--- config.mk ---
export PLATFORM = sky130hd
export DESIGN_NAME = packet_tx
export DESIGN_NICKNAME = d
export VERILOG_FILES = /design/src/rtl/packet_tx.sv
export SDC_FILE = /design/constraint.sdc
export NUM_CORES = 1
export LEC_CHECK = 0
export BUFFER_PORTS_ARGS = -buffer_cell sky130_fd_sc_hd__buf_2
export CAP_MARGIN = 20
export CORE_MARGIN = 2
export CORE_UTILIZATION = 30
export CTS_BUF_LIST = sky130_fd_sc_hd__clkbuf_16
export CTS_CLUSTER_DIAMETER = 200
export CTS_CLUSTER_SIZE = 30
export DETAILED_ROUTE_END_ITERATION = 12
export PLACE_DENSITY = 0.42
export SLEW_MARGIN = 5
export SYNTH_ARGS = -nofsm -noshare
export SYNTH_HDL_FRONTEND = slang
export SYNTH_SLANG_ARGS = --single-unit
--- constraint.sdc ---
create_clock -name clk -period 6.95 [get_ports clk]
set_input_delay 0.3475 -clock clk [delete_from_list [all_inputs] [get_ports clk]]
set_output_delay 0.3475 -clock clk [all_outputs]
set_load 0.05 [all_outputs]
--- src/rtl/packet_tx.sv ---
`default_nettype none
// ----------------------------------------------------------------------------
// packet_tx : FIFO-buffered transmitter framing header/payload/trailer beats.
// Rev 1.0
// ----------------------------------------------------------------------------
module packet_tx #(
  parameter int BUS_SIZE  = 16,
  parameter int WORD_SIZE = 4,
  parameter int WORD_NUM  = BUS_SIZE / WORD_SIZE,
  parameter int DEPTH     = 8,
  parameter int CW        = $clog2(DEPTH + 1)
) (
  input  logic                clk,
  input  logic                reset,
  input  logic                wr_en,
  input  logic [BUS_SIZE-1:0] wr_data,
  input  logic                start,
  input  logic                err_inj,
  output logic [BUS_SIZE-1:0] data_bus,
  output logic                busy,
  output logic                done,
  output logic                full,
  output logic                empty,
  output logic [CW-1:0]       count
);

  localparam int SW = (WORD_NUM - 1) * WORD_SIZE;
  localparam int AW = $clog2(DEPTH);

  typedef enum logic [1:0] {
    S_IDLE    = 2'd0,
    S_HEADER  = 2'd1,
    S_PAYLOAD = 2'd2,
    S_TRAILER = 2'd3
  } state_t;

  state_t              r_state;
  state_t              w_state_next;
  logic [BUS_SIZE-1:0] r_mem [DEPTH];
  logic [AW-1:0]       r_wptr;
  logic [AW-1:0]       r_rptr;
  logic [CW-1:0]       r_count;
  logic [CW-1:0]       r_len;
  logic [CW-1:0]       r_beat;
  logic [SW-1:0]       r_seq;
  logic [BUS_SIZE-1:0] r_bus;
  logic [BUS_SIZE-1:0] w_bus_next;
  logic                w_push;
  logic                w_pop;
  logic                w_launch;
  logic                w_seq_inc;

  assign full     = (r_count == CW'(DEPTH));
  assign empty    = (r_count == '0);
  assign count    = r_count;
  assign data_bus = r_bus;
  assign busy     = (r_state != S_IDLE);
  assign done     = (r_state == S_TRAILER);
  assign w_push   = wr_en && !full;

  always_ff @(posedge clk) begin
    if (reset) begin
      r_state <= S_IDLE;
    end else begin
      r_state <= w_state_next;
    end
  end

  // The bus is registered from the next-state decode so each beat appears
  // in the same cycle as the state that owns it; a pop happens on the edge
  // that loads its beat onto the bus.
  always_comb begin
    w_state_next = r_state;
    w_bus_next   = '0;
    w_pop        = 1'b0;
    w_launch     = 1'b0;
    w_seq_inc    = 1'b0;
    case (r_state)
      S_IDLE: begin
        if (start && !empty) begin
          w_state_next = S_HEADER;
          w_launch     = 1'b1;
          w_bus_next   = {(err_inj ? {WORD_SIZE{1'b0}} : {WORD_SIZE{1'b1}}), r_seq};
        end
      end
      S_HEADER: begin
        w_state_next = S_PAYLOAD;
        w_pop        = 1'b1;
        w_bus_next   = r_mem[r_rptr];
      end
      S_PAYLOAD: begin
        if (r_beat == r_len) begin
          w_state_next = S_TRAILER;
          w_bus_next   = {SW'(r_len), {WORD_SIZE{1'b1}}};
        end else begin
          w_pop      = 1'b1;
          w_bus_next = r_mem[r_rptr];
        end
      end
      S_TRAILER: begin
        w_state_next = S_IDLE;
        w_seq_inc    = 1'b1;
      end
      default: w_state_next = S_IDLE;
    endcase
  end

  always_ff @(posedge clk) begin
    if (w_push) begin
      r_mem[r_wptr] <= wr_data;
    end
  end

  always_ff @(posedge clk) begin
    if (reset) begin
      r_wptr  <= '0;
      r_rptr  <= '0;
      r_count <= '0;
      r_len   <= '0;
      r_beat  <= '0;
      r_seq   <= '0;
      r_bus   <= '0;
    end else begin
      r_bus   <= w_bus_next;
      r_count <= r_count + CW'(w_push) - CW'(w_pop);
      if (w_push) begin
        r_wptr <= r_wptr + AW'(1);
      end
      if (w_pop) begin
        r_rptr <= r_rptr + AW'(1);
        r_beat <= r_beat + CW'(1);
      end
      if (w_launch) begin
        r_len  <= r_count;
        r_beat <= '0;
      end
      if (w_seq_inc) begin
        r_seq <= r_seq + SW'(1);
      end
    end
  end

endmodule
`default_nettype wire

==> metrics.md <==
| Metric | Value |
|---|---|
| Die height | `158 um` |
| Post-DRT Antenna Nets | `0` |
| Placed wire-length estimate | `9.30 mm` |
| Hold Path Cell Cnt | `2` |
| CTS Hold Bufs | `0` |
| Full die area | `24900 um2` |
| Clock transition at the registers of the reported paths | `0.07 ns` |
| Post-synthesis simple-gate area fraction | `0.0604` |
| Initial antenna violation count | `0` |
| Hold_ws | `0.169 ns` |
| Synthesized area | `7090 um2` |
| Grt total ovfl | `0` |
| Hold WC Path Type | `primary input to flop` |
| Share of layout cells above drive strength 1 | `0.273` |
| Post-CTS resize count | `0` |
| Fmax | `390 MHz` |
| Sw frac | `0.331` |
| Total leakage power | `2.85 nW` |
| Peak supply drop | `0.163 mV` |
| CP Launch Type | `flop` |
| Setup TNS Final | `0 ns` |
| Core footprint | `23300 um2` |
| Synthesized Nets | `463` |
| Worst slew pin tran | `0.761 ns` |
| Skew-Pair Late Insertion Delay | `0.44 ns` |
| # setup viols final | `0` |
| Endpoint type of the worst setup path | `flop` |
| Most frequent cells in the layout | `128 x edfxtp_1, 49 x dfxtp_1, 44 x buf_2` |
| Hold Path End | `data_bus[13]` |
| FF-to-FF Start | `r_state[0]` |
| Critical-path top delay cell | `ha_1` |
| Area after DPL | `7720 um2` |
| CTS tree | `done` |
| Final #Nets | `519` |
| Total vias in the final route | `3736` |
| Slew Limit Headroom | `0.489` |
| Setup Skew | `0.0141 ns` |
| CTS buffer count | `17` |
| Clock power share | `0.321` |
| FP Rows | `56` |
| Synth Area in Compound Gates | `0.0464` |
| H-tree depth | `4` |
| Ys Warns | `0` |
| Hold path startpoint | `err_inj` |
| Pint | `1.94 mW` |
| Final-report hold violation count | `0` |
| Residual DRC count | `0` |
| CP Data Required Time | `7.24 ns` |
| Diodes inserted | `0` |
| Adder-Cell Fraction of Synth Area | `0.0293` |
| Number of global-route vias before repair | `3927` |
| Area grow syn2layout | `17.1%` |
| Max-slew violations | `0` |
| Finished Cell Area | `8300 um2` |
| Post-synthesis mux area share | `0.139` |
| Total track usage | `0.131` |
| Fin crit period | `2.56 ns` |
| Most common cell after layout, fill and taps aside | `edfxtp_1` |
| Largest net degree at the start of global routing | `36` |
| Clock net sink count | `179` |
| I/O pin total | `45` |
| Crit path cell chain | `inv_1, ha_1, nand2_1, o21ai_2, nand2_1, ha_1, a21o_1, a21oi_1, xnor2_1, nor2_1` |
| Combinational share of power | `0.240` |
| Pwr dens | `350 nW/um2` |
| Setup slack at placement | `4.39 ns` |
| Critical setup path kind | `flop to flop` |
| Post-CTS Setup Repair Bufs | `0` |
| FF-to-FF setup slack | `4.39 ns` |
| Mapped Cells | `426` |
| Sequential power share | `0.439` |
| First-pass GRT wire length | `23.3 mm` |
| Starting Density | `0.304` |
| Post-synthesis xor/xnor area fraction | `0.0235` |
| Worst r2r dst | `count[3]` |
| Number of vias per cell | `4.59` |
| Clock tree buffer depth | `2` |
| Max cap viols | `0` |
| Drt first-iter violations | `192` |
| P_sw | `0.961 mW` |
| R2R cell count | `10` |
| Syn_area_per_cell | `16.6 um2` |
| Routability Congestion | `0.719` |
| Outcome | `completed` |
| Buffers on Ports | `44` |
| RSZ-0062 raised after global routing | `false` |
| Largest family of logic cells by synthesized area | `multiplexers` |
| Final Cycle Share | `0.369` |
| Drt pass-1 iters | `4` |
| CP max stage delay | `0.43 ns` |
| Seq/Total Area, Yosys | `0.686` |
| CP max FO | `7` |
| CTS root buf | `clkbuf_16` |
| Pwr Total | `2.90 mW` |
| Netlist cell types | `41` |
| Die X | `158 um` |
| Critical Path AT | `2.85 ns` |
| Routed WL | `15.1 mm` |
| Post-DR wirelength/cell | `18.6 um` |
| Seq cells post-synth | `179` |
| Final worst slack | `4.39 ns` |
[state kept, by name, summed over array words and instances (netlist names), named ones only]
name      flops
count         4
r_seq        12
r_state       2
r_mem       128
r_len         4
r_wptr        3
r_beat        4
data_bus     16
r_rptr        3
[metal layers]
metal / vias up / routed length, um / track usage
met2: 69 / 7290 / 0.215
met1: 1895 / 6950 / 0.169
li1: 1758 / - / -
met3: 14 / 636 / 0.0312
met4: 0 / 249 / 0.0498
met5: - / 0 / 0
[cell usage after synthesis]
| cell | instances | area share |
|---|---|---|
| o41a_4 | 1 | 0.0030 |
| a32oi_1 | 4 | 0.0049 |
| xor2_1 | 14 | 0.017 |
| inv_1 | 8 | 0.0042 |
| nand2_1 | 22 | 0.012 |
| a21oi_1 | 5 | 0.0035 |
| buf_2 | 8 | 0.0056 |
| mux4_2 | 32 | 0.10 |
| xnor2_1 | 5 | 0.0062 |
| mux2_2 | 4 | 0.0064 |
| or3b_2 | 1 | 0.0012 |
| nand4_1 | 3 | 0.0026 |
| or2_2 | 2 | 0.0018 |
| buf_1 | 4 | 0.0021 |
| nand2b_1 | 7 | 0.0062 |
| o211ai_1 | 4 | 0.0042 |
| and3_1 | 4 | 0.0035 |
| a31oi_1 | 4 | 0.0035 |
| or3b_1 | 1 | 0.0012 |
| nand3_1 | 6 | 0.0042 |
| nor3_1 | 3 | 0.0021 |
| dfxtp_1 | 51 | 0.14 |
| o21ai_2 | 2 | 0.0025 |
| a22oi_1 | 4 | 0.0042 |
| a21o_1 | 2 | 0.0021 |
| nor2_1 | 30 | 0.016 |
| mux2i_1 | 22 | 0.031 |
| fa_1 | 1 | 0.0028 |
| clkbuf_1 | 4 | 0.0021 |
| a211oi_1 | 1 | 0.0011 |
| and4_1 | 2 | 0.0025 |
| nor4_4 | 1 | 0.0030 |
| a211oi_2 | 1 | 0.0018 |
| a31oi_2 | 1 | 0.0018 |
| ha_1 | 15 | 0.026 |
| o211ai_2 | 1 | 0.0018 |
| o2bb2ai_1 | 4 | 0.0049 |
| buf_4 | 1 | 0.0011 |
| edfxtp_1 | 128 | 0.54 |
| o22ai_1 | 8 | 0.0071 |
| nor2b_1 | 5 | 0.0044 |
[per-stage QoR]
step           utilization  cells
4_1_cts              0.356    814
5_1_grt              0.356    814
3_3_place_gp         0.331    782
6_report             0.356    814
3_5_place_dp         0.331    782
2_1_floorplan            -    426
[logic make-up (layout without fill, tap and decap cells)]
family	count (synthesis)	count (layout)
AO/OA/AOI/OAI	42	42
buffers and inverters	25	94
AND/OR/NAND/NOR	87	87
flip-flops	179	179
XOR/XNOR	19	19
adder cells (fa/ha/maj)	16	16
multiplexers	58	58
[worst max-delay path by stage]
stage                       end        from  cells after the start  slack (ns)
global placement       count[3]  r_state[0]                     10        4.46
global route           count[3]  r_state[0]                     10        4.20
floorplan           r_mem[0][0]    count[2]                      6        3.75
finish                 count[3]  r_state[0]                     10        4.39
CTS                    count[3]  r_state[0]                     10        4.37
detailed placement     count[3]  r_state[0]                     10        4.39
[cell type report]
class                      instances  area (um2)
fill                            2214       15000
tap                              319         399
timing repair buffer              54         295
clock inverter                    15         158
inverter                           8        30.0
sequential                       179        4870
clock buffer                      17         425
multi-input combinational        222        2130
[critical path, delay by kind of cell, from the launching register on]
kind | cells | cell delay, ns
simple gates | 3 | 0.34
buf+inv | 1 | 0.12
xor+xnor | 1 | 0.13
compound gates | 3 | 0.71
fa+ha+maj | 2 | 0.74
flops | 1 | 0.38
[power by group through the flow]
stage / clock network (mW) / registers [mW] / logic, mW
4_1_cts: 0.969 / 1.28 / 0.712
3_3_place_gp: 0 / 1.30 / 0.709
3_5_place_dp: 0 / 1.30 / 0.709
2_1_floorplan: 0 / 1.40 / 0.416
6_report: 0.933 / 1.27 / 0.698
5_1_grt: 1.01 / 1.29 / 0.762
Power figures use the tool's default switching activity.
